**config.mk**
```make
export PLATFORM = sky130hd
export DESIGN_NAME = derandomizer_byte
export DESIGN_NICKNAME = d
export VERILOG_FILES = /design/src/rtl/derandomizer_byte.sv
export SDC_FILE = /design/constraint.sdc
export NUM_CORES = 1
export LEC_CHECK = 0
export ABC_AREA = 1
export ABC_CLOCK_PERIOD_IN_PS = 1400
export CORE_ASPECT_RATIO = 0.75
export CORE_MARGIN = 4
export CORE_UTILIZATION = 39
export CTS_BUF_LIST = sky130_fd_sc_hd__clkbuf_8
export DETAILED_ROUTE_END_ITERATION = 16
export PLACE_DENSITY = 0.76
export REMOVE_ABC_BUFFERS = 1
export SLEW_MARGIN = 20
export SYNTH_ARGS = -nofsm -noshare
export SYNTH_HDL_FRONTEND = slang
export SYNTH_SLANG_ARGS = --single-unit
```
**constraint.sdc**
```tcl
create_clock -name clk -period 1.4 [get_ports clk]
set_input_delay 0.28 -clock clk [delete_from_list [all_inputs] [get_ports clk]]
set_output_delay 0.28 -clock clk [all_outputs]
set_load 0.02 [all_outputs]
```
**src/rtl/derandomizer_byte.sv**
```systemverilog
`default_nettype none
//=============================================================================
// Module   : derandomizer_byte
// Purpose  : Receive-side PRBS derandomizer (1 + x^14 + x^15) for the WiMAX
//            OFDM PHY. Removes the transmit keystream 8 bits per clock. The
//            LFSR is reseeded from rand_iv at the start of each burst, bytes
//            are counted against burst_len, and the final byte is flagged.
// Ports    : clk        - clock, all logic on posedge
//            reset      - asynchronous active-low reset
//            rand_iv    - LFSR seed, sampled on the first byte of a burst
//            burst_len  - burst length in bytes, sampled with rand_iv
//            in_start   - marks in_data as the first byte of a burst
//            in_data    - randomized byte (bit 7 first in time)
//            in_valid   - in_data valid
//            in_ready   - block accepts in_data this cycle
//            out_data   - derandomized byte (bit 7 first in time)
//            out_valid  - out_data valid
//            out_ready  - downstream accepts out_data
//            out_last   - out_data is the final byte of the burst
//            err        - one-cycle protocol error pulse
// Revision : 1.0 - initial release
//=============================================================================
module derandomizer_byte #(
   parameter int LEN_W = 11
) (
   input  logic             clk,
   input  logic             reset,
   input  logic [14:0]      rand_iv,
   input  logic [LEN_W-1:0] burst_len,
   input  logic             in_start,
   input  logic [7:0]       in_data,
   input  logic             in_valid,
   output logic             in_ready,
   output logic [7:0]       out_data,
   output logic             out_valid,
   input  logic             out_ready,
   output logic             out_last,
   output logic             err
);

   localparam logic [LEN_W-1:0] c_len_zero = '0;
   localparam logic [LEN_W-1:0] c_len_one  = {{(LEN_W-1){1'b0}}, 1'b1};

   typedef enum logic [0:0] {
      ST_IDLE = 1'b0,
      ST_RUN  = 1'b1
   } state_t;

   state_t           state_q, state_d;
   logic [14:0]      lfsr_q, lfsr_d;
   logic [LEN_W-1:0] count_q, count_d;
   logic [7:0]       out_data_q, out_data_d;
   logic             out_valid_q, out_valid_d;
   logic             out_last_q, out_last_d;
   logic             err_q, err_d;

   logic             in_xfer;
   logic             new_burst;
   logic [14:0]      seed;
   logic [14:0]      lfsr_nxt;
   logic [7:0]       dec_byte;

   // Single output register: a new byte may enter whenever the register is
   // empty or is being drained in this same cycle.
   assign in_ready  = !out_valid_q || out_ready;
   assign in_xfer   = in_valid && in_ready;

   // Any byte accepted in IDLE opens a burst; in RUN only in_start does.
   assign new_burst = (state_q == ST_IDLE) || in_start;
   assign seed      = new_burst ? rand_iv : lfsr_q;

   // Eight LFSR steps unrolled; the first step pairs with in_data[7].
   always_comb begin
      logic [14:0] v;
      logic        fb;
      v        = seed;
      fb       = 1'b0;
      dec_byte = '0;
      for (int i = 7; i >= 0; i--) begin
         fb          = v[13] ^ v[14];
         dec_byte[i] = in_data[i] ^ fb;
         v           = {v[13:0], fb};
      end
      lfsr_nxt = v;
   end

   always_comb begin
      state_d     = state_q;
      lfsr_d      = lfsr_q;
      count_d     = count_q;
      out_data_d  = out_data_q;
      out_valid_d = out_valid_q;
      out_last_d  = out_last_q;
      err_d       = 1'b0;

      if (out_valid_q && out_ready) begin
         out_valid_d = 1'b0;
      end

      if (in_xfer) begin
         if (new_burst) begin
            // A start marker inside a running burst truncates that burst.
            if (state_q == ST_RUN) begin
               err_d = 1'b1;
            end
            if (burst_len == c_len_zero) begin
               // Zero-length burst: swallow the byte and flag it.
               err_d   = 1'b1;
               state_d = ST_IDLE;
            end else begin
               out_valid_d = 1'b1;
               out_data_d  = dec_byte;
               lfsr_d      = lfsr_nxt;
               count_d     = burst_len - c_len_one;
               out_last_d  = (burst_len == c_len_one);
               state_d     = (burst_len == c_len_one) ? ST_IDLE : ST_RUN;
            end
         end else begin
            // count_q holds the bytes still owed, so 1 means this is the last.
            out_valid_d = 1'b1;
            out_data_d  = dec_byte;
            lfsr_d      = lfsr_nxt;
            count_d     = count_q - c_len_one;
            out_last_d  = (count_q == c_len_one);
            state_d     = (count_q == c_len_one) ? ST_IDLE : ST_RUN;
         end
      end
   end

   always_ff @(posedge clk or negedge reset) begin
      if (!reset) begin
         state_q     <= ST_IDLE;
         lfsr_q      <= '0;
         count_q     <= '0;
         out_data_q  <= '0;
         out_valid_q <= 1'b0;
         out_last_q  <= 1'b0;
         err_q       <= 1'b0;
      end else begin
         state_q     <= state_d;
         lfsr_q      <= lfsr_d;
         count_q     <= count_d;
         out_data_q  <= out_data_d;
         out_valid_q <= out_valid_d;
         out_last_q  <= out_last_d;
         err_q       <= err_d;
      end
   end

   assign out_data  = out_data_q;
   assign out_valid = out_valid_q;
   assign out_last  = out_last_q;
   assign err       = err_q;

endmodule
`default_nettype wire
```
=== After elaboration in Yosys (flattened, before gate mapping) ===
Index checks and enable logic that the tools add are counted.

* Word-level logic and storage cells: 57
* Flip-flop bits (word level): 38
* Output and inout port bits: 12
* Bits of input ports: 39

* Muxes and demuxes: 21
* Bitwise logic cells: 17
* $add $sub $neg: 2
* Reductions and logical operators: 7
* Equality and inequality tests: 3

{| class="wikitable"
|+ Operators with widths
! cell !! number
|-
| 15-bit two-way mux || 3
|-
| 11-bit by 1-bit equality test with 1-bit output, second input constant || 2
|-
| 11-bit two-way mux || 2
|-
| 11-bit by 1-bit subtractor with 11-bit output, second input constant || 2
|-
| 8-bit two-way mux || 2
|-
| 1-bit bitwise XOR || 16
|-
| 1-bit two-way mux || 14
|-
| 11-bit zero test || 1
|-
| 1-bit logical AND || 2
|-
| 1-bit logical OR || 2
|-
| 2-bit != test, second input constant || 1
|-
| 2-bit AND reduction || 1
|-
| 1-bit zero test || 1
|-
| 1-bit NOT || 1
|}

=== Depth between registers and ports, before layout ===
Gate-level depths: netlist of run 1.

* Depth in word-level cells: 7
* Gate-level depth with buffers: 11
* Gate-level depth less buffers: 11

=== Least setup slack after synthesis of run 1 ===
OpenSTA, ideal clock, no wires.

* Path kind: reg2reg
* Start: register out_valid_q (netlist: out_valid)
* End: register out_last_q (netlist: out_last)
* Arrival: 1289 ps
* Buffers on the path: 1
* Stages on the path, launching flop included: 9
* Data required time: 1327 ps
* Path slack: 38 ps
* Period minus slack after synthesis: 1362 ps
* Library setup time: 73 ps
* Cell sequence: dfrtp_1 nand2_1 nand2_1 inv_1 nand2_4 inv_4 buf_6 nor2_2 a21oi_2

* Cells in the longest elaborated chain, start to end: 4

{| class="wikitable"
|+ RTL lines
! what !! RTL line !! text
|-
| start, declared || 53 || <nowiki>logic out_valid_q, out_valid_d;</nowiki>
|-
| start signal, assigned || 144 || <nowiki>out_valid_q <= out_valid_d;</nowiki>
|-
| 1-bit zero test || 65 || <nowiki>assign in_ready = !out_valid_q || out_ready;</nowiki>
|-
| 1-bit logical OR || 65 ||
|-
| net in_ready || 33 || <nowiki>output logic in_ready,</nowiki>
|-
| 1-bit logical AND || 66 || <nowiki>assign in_xfer = in_valid && in_ready;</nowiki>
|-
| 2-bit AND reduction (no source line) || -- ||
|-
| end signal, assigned || 145 || <nowiki>out_last_q <= out_last_d;</nowiki>
|-
| end, declared || 54 || <nowiki>logic out_last_q, out_last_d;</nowiki>
|}

The timed path passes the listed nets, and every way through them passes these cells.
A chain may end at the register's enable or synchronous reset.

=== Final worst setup path of run 1 ===
* Start: register state_q
* End: register out_data_q[1] (netlist: out_data[1])

* Cells in the longest elaborated chain, start to end: 7
* Elaborated cells between the ends (all ways): 9
* Classes of those cells: eq/ne (1); mux (3); bitwise (3); reduce/logical (2)

{| class="wikitable"
|+ RTL lines
! what !! RTL line !! text
|-
| start, declared || 49 || <nowiki>state_t state_q, state_d;</nowiki>
|-
| start signal, assigned || 140 || <nowiki>state_q <= state_d;</nowiki>
|-
| 1-bit NOT * || 69 || <nowiki>assign new_burst = (state_q == ST_IDLE) || in_start;</nowiki>
|-
| 1-bit logical OR * || 69 ||
|-
| 15-bit two-way mux || 70 || <nowiki>assign seed = new_burst ? rand_iv : lfsr_q;</nowiki>
|-
| 1-bit bitwise XOR || 80 || <nowiki>fb = v[13] ^ v[14];</nowiki>
|-
| 1-bit bitwise XOR || 81 || <nowiki>dec_byte[i] = in_data[i] ^ fb;</nowiki>
|-
| 8-bit two-way mux || 106 || <nowiki>if (burst_len == c_len_zero) begin</nowiki>
|-
| 8-bit two-way mux || 101 || <nowiki>if (new_burst) begin</nowiki>
|-
| end signal, assigned || 143 || <nowiki>out_data_q <= out_data_d;</nowiki>
|-
| end, declared || 52 || <nowiki>logic [7:0] out_data_q, out_data_d;</nowiki>
|}

Every way passes the cells marked *; elsewhere a longest branch is shown, timed or not. The select of a mux whose other input is x is not followed.

==> results of run 1 <==
==> area by class of cell <==
cell class              count  area, µm²  area share (%)
clock inverters             2       8.76           0.212
multi-input cells         273       1550            37.6
repair buffers            119       1210            29.2
clock buffers               6       82.6            2.00
repair inverters            1       7.51           0.182
flip-flops and latches     38        952            23.0
inverters                  55        220            5.33
well taps                  81        101            2.45
==> metrics by stage <==
| step | cells | setup WS (ps) | hold slack [ps] | power (µW) |
|---|---|---|---|---|
| after floorplan | 365 | -289 | -15.6 | 2340 |
| after global placement | 548 | -459 | 202 | 3050 |
| after detailed placement | 548 | -525 | 209 | 3110 |
| after CTS | 571 | -41.2 | 422 | 4010 |
| after global routing | 575 | -162 | 461 | 4510 |
| final | 575 | -65.9 | 432 | 4240 |
==> layout by cell type (no fill, tap or decap), types with 15 or more instances in the layout <==
master                              n
sky130_fd_sc_hd__o21ai_0           16
sky130_fd_sc_hd__inv_1             47
sky130_fd_sc_hd__dlygate4sd2_1     20
sky130_fd_sc_hd__nand3_1           32
sky130_fd_sc_hd__nand2_2           18
sky130_fd_sc_hd__buf_4             47
sky130_fd_sc_hd__clkdlybuf4s50_1   28
sky130_fd_sc_hd__nor2_1            15
sky130_fd_sc_hd__nand2_1          117
sky130_fd_sc_hd__o21ai_2           26
sky130_fd_sc_hd__dfrtp_1           37
==> cells by family after synthesis <==
kind of cell	count (synthesis)	share of synthesized area [%]
AOI/OAI and AO/OA	51	12.6
xor gates and xnor gates	3	1.01
adders and majority gates	4	1.92
buffers and inverters	67	12.0
DFF	38	36.5
and+or+nand+nor	214	35.9
==> path summary, 6_finish.rpt <==
| check | start | to | slack [ps] | cells past startpoint |
|---|---|---|---|---|
| max | state_q$_DFFE_PN0P_ | out_data[1]$_DFFE_PN0P_ | -70 | 8 |
| min | reset | out_data[3]$_DFFE_PN0P_ | 430 | 2 |
| max reg2reg | state_q$_DFFE_PN0P_ | out_data[1]$_DFFE_PN0P_ | -70 | 8 |
| min reg2reg | out_data[6]$_DFFE_PN0P_ | out_data[6]$_DFFE_PN0P_ | 480 | 2 |
| max in group asynchronous | reset | state_q$_DFFE_PN0P_ | 490 | 3 |
| min in group clk | out_data[6]$_DFFE_PN0P_ | out_data[6]$_DFFE_PN0P_ | 480 | 2 |
==> report_power, final <==
group          leakage [µW]  switching, µW  internal (µW)
logic               0.00158           1080            885
registers          0.000465            141           1330
clock network     0.0000524            411            391
==> cells in the mapped netlist <==
master	instances
sky130_fd_sc_hd__a21oi_2	1
sky130_fd_sc_hd__o21ai_1	7
sky130_fd_sc_hd__nand2_1	139
sky130_fd_sc_hd__nor3_1	2
sky130_fd_sc_hd__buf_2	3
sky130_fd_sc_hd__o21ai_2	18
sky130_fd_sc_hd__nor2_2	2
sky130_fd_sc_hd__nand3_1	32
sky130_fd_sc_hd__dfrtp_1	38
sky130_fd_sc_hd__inv_1	54
sky130_fd_sc_hd__nand2_2	1
sky130_fd_sc_hd__ha_1	4
sky130_fd_sc_hd__nand3b_1	8
sky130_fd_sc_hd__xor2_1	3
sky130_fd_sc_hd__nor2_1	21
sky130_fd_sc_hd__a211oi_1	1
sky130_fd_sc_hd__buf_6	6
sky130_fd_sc_hd__nand2_4	2
sky130_fd_sc_hd__nand4_1	2
sky130_fd_sc_hd__nor2_4	1
sky130_fd_sc_hd__o21ai_0	24
sky130_fd_sc_hd__buf_4	3
sky130_fd_sc_hd__nand3_2	4
sky130_fd_sc_hd__inv_4	1
==> worst max-delay path, cell delays in order (launching register included) <==
cell,delay (ps)
sky130_fd_sc_hd__dfrtp_2,450
sky130_fd_sc_hd__nand2_4,160
sky130_fd_sc_hd__buf_8,150
sky130_fd_sc_hd__nand3_4,110
sky130_fd_sc_hd__nand2_8,120
sky130_fd_sc_hd__inv_8,80
sky130_fd_sc_hd__buf_12,140
sky130_fd_sc_hd__nand3_1,90
sky130_fd_sc_hd__nand2_1,50
==> flip-flops by register name (all words and copies together) (netlist names) <==
register / flops
lfsr_q: 15
count_q: 11
state_q: 1
out_valid: 1
out_last: 1
err: 1
out_data: 8
==> repair_timing <==
action                                  4_1_cts  5_1_grt
hold endpoints to repair                     12        0
pin swaps                                    12       21
endpoints found under the setup margin       50       37
buffers inserted                             10        2
resized for setup                            60       56
hold buffers                                  1        0
cloned                                        4        4
==> routing by layer <==
layer	global-route usage (%)	up-vias	routed length, µm
li1	-	1412	-
met1	26.8	1339	3600
met2	32.9	101	4050
met3	4.57	11	632
met4	5.11	0	87
met5	0	-	0
==> metrics.md, run 1 <==
| Metric | Value |
|---|---|
| Maximum VDD drop | `~540 µV` |
| Status | `finished, violations left` |
| Detail-routed via count per cell | `4.98` |
| Setup repair after global routing missed its margin | `yes` |
| Type of the setup path with the least slack | `register to register` |
| Violated checks | `setup timing` |
| Synth Instances | `377` |
| Max Fclk | `0.682 GHz` |
| Maximum number of pins on one net before global-route repair | `27` |
| Synthesized cell area | `2610 µm²` |
| Post-route cell area | `4130 µm²` |
| Boundary Pins | `between 50 and 60` |
| DIE HEIGHT | `slightly below 80 µm` |
| Final estimated routing congestion in global placement | `between 0.8 and 0.9` |
| Setup Viol. Count Final | `34` |
| Syn Area/Cell | `approximately 6.9 µm²` |
| Synth top area share | `~36%` |
| Headroom to the max-slew limit | `between 70% and 80%` |
| Initial antenna violation count | `0` |
| Die area | `roughly 8100 µm²` |
| Worst-path fanout max | `9` |
| Largest cells by area after synthesis | `sky130_fd_sc_hd__dfrtp_1, sky130_fd_sc_hd__nand2_1, sky130_fd_sc_hd__inv_1` |
| Pwr Density | `between 1000 and 1500 nW/µm²` |
| Netlist cell types | `24` |
| CP Data Required Time | `around 1600 ps` |
| Count of max-cap constraint violations | `0` |
| Remaining antenna violation count | `0` |
| Layout filler cell count | `~520` |
| Total global routing track utilization | `~20%` |
| Syn-to-layout area delta | `58.5%` |
| Via count of the routed design | `2863` |
| Number of remaining DRC errors | `0` |
| Count of nets after finishing | `approximately 540` |
| Number of global-route vias before repair | `between 2000 and 3000` |
| Final wirelength | `8360 µm` |
| Crit end category | `register` |
| Cell Rows | `25` |
| Slew at the pin with the worst max-slew slack | `372 ps` |
| Worst Path Arrival | `between 1500 and 2000 ps` |
| Final core utilization | `64.7%` |
| Clock root buffer | `sky130_fd_sc_hd__clkbuf_8` |
| Violation count after the first detailed-route iteration | `206` |
| Fraction of final layout cells with drive strength greater than 1 | `between 30% and 40%` |
| Core ar. | `about 6400 µm²` |
| Post-synthesis register bit count | `38` |
| Half-perimeter wire length after detailed placement | `5490 µm` |
| Grt ovf | `0` |
| H-tree lvl count | `2` |
| Fraction of the cycle the final worst path needs | `105%` |
| Total Negative Setup Slacks | `-1270 ps` |
| Number of hold violations in the final report | `0` |
| Number of pins with negative max-slew slack in the final report | `0` |
| Largest area contributor in the synthesized netlist | `sky130_fd_sc_hd__dfrtp_1` |
| Initial core utilization | `40.8%` |
| Synth warn | `0` |
| Path type of the worst min-delay path | `primary input to asynchronous set/reset pin` |
| Worst path setup slack after routing | `-65.9 ps` |
| Buffers added on ports | `50` |
| Leakage component of the power | `about 0.0021 µW` |
| Total clock buffers created by CTS | `5` |
| First drt pass iteration count | `4` |
| Clock-pin slew on the worst setup and hold paths | `80 ps` |
| Startpoint class of the critical path | `register` |
| Final routed wire length divided by cell count | `14.5 µm` |
| TritonCTS Sinks | `38` |
| Placed inst area | `~3600 µm²` |
| Fin crit period | `~1500 ps` |
| Antenna diode count | `0` |
| Share of the yosys chip area belonging to registers | `between 30% and 40%` |
| Insertion delay to the later sink of the worst-skew pair | `roughly 300 ps` |
| Post-route clock skew | `roughly 7.8 ps` |
| Die width | `slightly above 100 µm` |
| Maximum number of buffers from clock root to sink | `2` |
| Global-route wire length before repair | `between 10000 and 15000 µm` |
| TritonCTS clock tree | `built` |
(Power assumes the default switching activity.)
==> run 2, diff against run 1 <==
--- a/config.mk
+++ b/config.mk
@@ -6,7 +6,7 @@
 export NUM_CORES = 1
 export LEC_CHECK = 0
 export ABC_AREA = 1
-export ABC_CLOCK_PERIOD_IN_PS = 1400
+export ABC_CLOCK_PERIOD_IN_PS = 1300
 export CORE_ASPECT_RATIO = 0.75
 export CORE_MARGIN = 4
 export CORE_UTILIZATION = 39
==> constraint.sdc (replaced) <==
create_clock -name clk -period 1.3 [get_ports clk]
set_input_delay 0.26 -clock clk [delete_from_list [all_inputs] [get_ports clk]]
set_output_delay 0.26 -clock clk [all_outputs]
set_load 0.02 [all_outputs]
==> run 2 against run 1 <==
Against the previous run:
- the run still ends with setup timing left
- die area unchanged
- critical path depth increased by 3
- sequential share of layout area decreased by 3.0 points
- combinational power increased by 43%
- cell count increased by 2.1%
- count of clock-buffer cells in the layout unchanged
- first-iteration DRC count increased by 34%
- design area increased by 15%
- largest cell class unchanged
- highest routed layer unchanged
==> metrics.md, run 2 (same netlist as run 1, synthesis figures left out) <==
| Metric | Value |
|---|---|
| Status | `finished, violations left` |
| Violated checks | `setup timing` |
| Most frequent standard cell in the layout excluding fill and tap cells | `sky130_fd_sc_hd__nand2_1` |
| Combined buffer and inverter count along the critical path | `3` |
| Headroom to the max-slew limit | `~74%` |
| Slew at the pin with the worst max-slew slack | `389 ps` |
| Die area | `between 8000 and 9000 µm²` |
| Total clock buffers created by CTS | `5` |
| Maximum VDD drop | `~570 µV` |
| Syn-to-layout area delta | `81.9%` |
| Detail-routed via count per cell | `approximately 5.6` |
| Post-route clock skew | `around 6.3 ps` |
| Cell Rows | `25` |
| Fraction of the cycle the final worst path needs | `118%` |
| Via count of the routed design | `between 3000 and 4000` |
| Worst path setup slack after routing | `-231 ps` |
| Crit end category | `register` |
| Instance count after placement with tap cells included | `550` |
| Critical-path cell with the highest stage delay | `sky130_fd_sc_hd__dfrtp_2` |
| Pre-CTS setup slack | `-615 ps` |
| First drt pass iteration count | `5` |
| CP Data Required Time | `roughly 1500 ps` |
| H-tree lvl count | `2` |
| Pwr Density | `between 1000 and 1500 nW/µm²` |
| DIE HEIGHT | `~80 µm` |
| Half-perimeter wire length after detailed placement | `between 5000 and 6000 µm` |
| TritonCTS Sinks | `38` |
| Buffers added on ports | `50` |
| Setup repair after global routing missed its margin | `yes` |
| Final routed wire length divided by cell count | `18.7 µm` |
| Core ar. | `6380 µm²` |
| Maximum number of buffers from clock root to sink | `2` |
| Number of remaining DRC errors | `0` |
| Crit-path most repeated cell | `sky130_fd_sc_hd__nand2_2` |
| Cells along the critical path | `nand2_4 -> buf_6 -> buf_6 -> nand2_2 -> o21ai_2 -> inv_2 -> nand2_2 -> nand2_4 -> nand2_2 -> nand3_2 -> nand2_1` |
| Initial core utilization | `between 40% and 50%` |
| Layout filler cell count | `about 390` |
| Clock root buffer | `sky130_fd_sc_hd__clkbuf_8` |
| Clock-pin slew on the worst setup and hold paths | `around 80 ps` |
| Count of nets after finishing | `around 550` |
| Post-Route Hold Slack | `approximately 410 ps` |
| Layout Cells excl Fill | `between 500 and 600` |
| Setup Viol. Count Final | `38` |
| Maximum number of pins on one net before global-route repair | `27` |
| Final wirelength | `~11000 µm` |
| Fraction of final layout cells with drive strength greater than 1 | `between 50% and 60%` |
| Antenna diode count | `0` |
| Commonest cells after routing, fill and taps aside | `sky130_fd_sc_hd__nand2_1, sky130_fd_sc_hd__nand2_2, sky130_fd_sc_hd__buf_4` |
| Count of max-cap constraint violations | `0` |
| Total global routing track utilization | `between 20% and 30%` |
| Worst Path Arrival | `1730 ps` |
| Remaining antenna violation count | `0` |
| Number of pins with negative max-slew slack in the final report | `0` |
| Final estimated routing congestion in global placement | `roughly 0.91` |
| TritonCTS clock tree | `built` |
| Insertion delay to the later sink of the worst-skew pair | `between 300 and 400 ps` |
| Family of cells with the greatest summed delay on the critical path | `simple AND/OR/NAND/NOR gates` |
| Final core utilization | `approximately 74%` |
| Violation count after the first detailed-route iteration | `roughly 280` |
| Initial antenna violation count | `0` |
| Boundary Pins | `between 50 and 60` |
| Path type of the worst min-delay path | `primary input to asynchronous set/reset pin` |
| Worst-path fanout max | `3` |
| Leakage component of the power | `0.00233 µW` |
| Max Fclk | `approximately 0.65 GHz` |
| Grt ovf | `0` |
| Largest stage delay on the critical path | `480 ps` |
| Global-route wire length before repair | `between 15000 and 20000 µm` |
| Type of the setup path with the least slack | `register to register` |
| Fin crit period | `~1500 ps` |
| Flip-flop count of the largest register, all copies and words added | `15` |
| Die width | `between 100 and 150 µm` |
| Startpoint class of the critical path | `register` |
| Number of hold violations in the final report | `0` |
| Number of global-route vias before repair | `around 3200` |
| Most flops, register | `lfsr_q` |
==> run 2: layout make-up <==
type,count,area (µm²),area share [%]
Multi-Input combinational cell,273,1970,41.5
Timing Repair Buffer,131,1400,29.6
Sequential cell,38,952,20.1
Inverter,55,218,4.59
Tap cell,81,101,2.14
Clock buffer,6,82.6,1.74
Clock inverter,2,8.76,0.185
Timing Repair inverter,1,7.51,0.158
==> run 2: stage by stage <==
| stage | area, µm² | setup TNS, ps | total power (µW) |
|---|---|---|---|
| finish | 4740 | -5300 | 5330 |
| global route | 4740 | -6790 | 5560 |
| CTS | 4510 | -2940 | 4800 |
| detailed placement | 3570 | -22400 | 3350 |
| global placement | 3570 | -21120 | 3300 |
| floorplan | 2500 | -11350 | 2520 |
==> run 2: worst paths after layout <==
check,from,endpoint,slack (ps),cells past startpoint
min in group clk,out_data[6]$_DFFE_PN0P_,out_data[6]$_DFFE_PN0P_,480,2
hold reg to reg,out_data[6]$_DFFE_PN0P_,out_data[6]$_DFFE_PN0P_,480,2
hold / removal,reset,out_data[3]$_DFFE_PN0P_,410,2
setup / recovery,state_q$_DFFE_PN0P_,out_data[3]$_DFFE_PN0P_,-230,11
setup reg to reg,state_q$_DFFE_PN0P_,out_data[3]$_DFFE_PN0P_,-230,11
max in group asynchronous,reset,state_q$_DFFE_PN0P_,400,3
==> run 2: metal layers <==
layer  track usage, %  share of wire [%]
met1             29.7                 38
met3             5.71                7.4
met2             43.8                 49
met4             9.96                5.2
met5                0                  0
==> run 2: power breakdown <==
group,internal [µW],switching (µW)
clock network,421,474
logic,1220,1590
registers,1430,188
total,3070,2250
==> run 2: timing repair <==
item                                    in CTS  in global routing
endpoints found under the setup margin      50                 45
resized for setup                          189                 78
gates cloned                                10                  0
hold buffers                                 1                  0
pin swaps                                   48                 26
endpoints found under the hold margin       12                  0
setup buffers                               20                  5
==> run 2: worst register-to-register path, delay by kind of cell, from the launching register on <==
kind | cells | cell delay [ps]
AO/OA/AOI/OAI | 1 | 90
buffers and inverters | 3 | 340
flip-flops | 1 | 480
AND/OR/NAND/NOR | 7 | 510
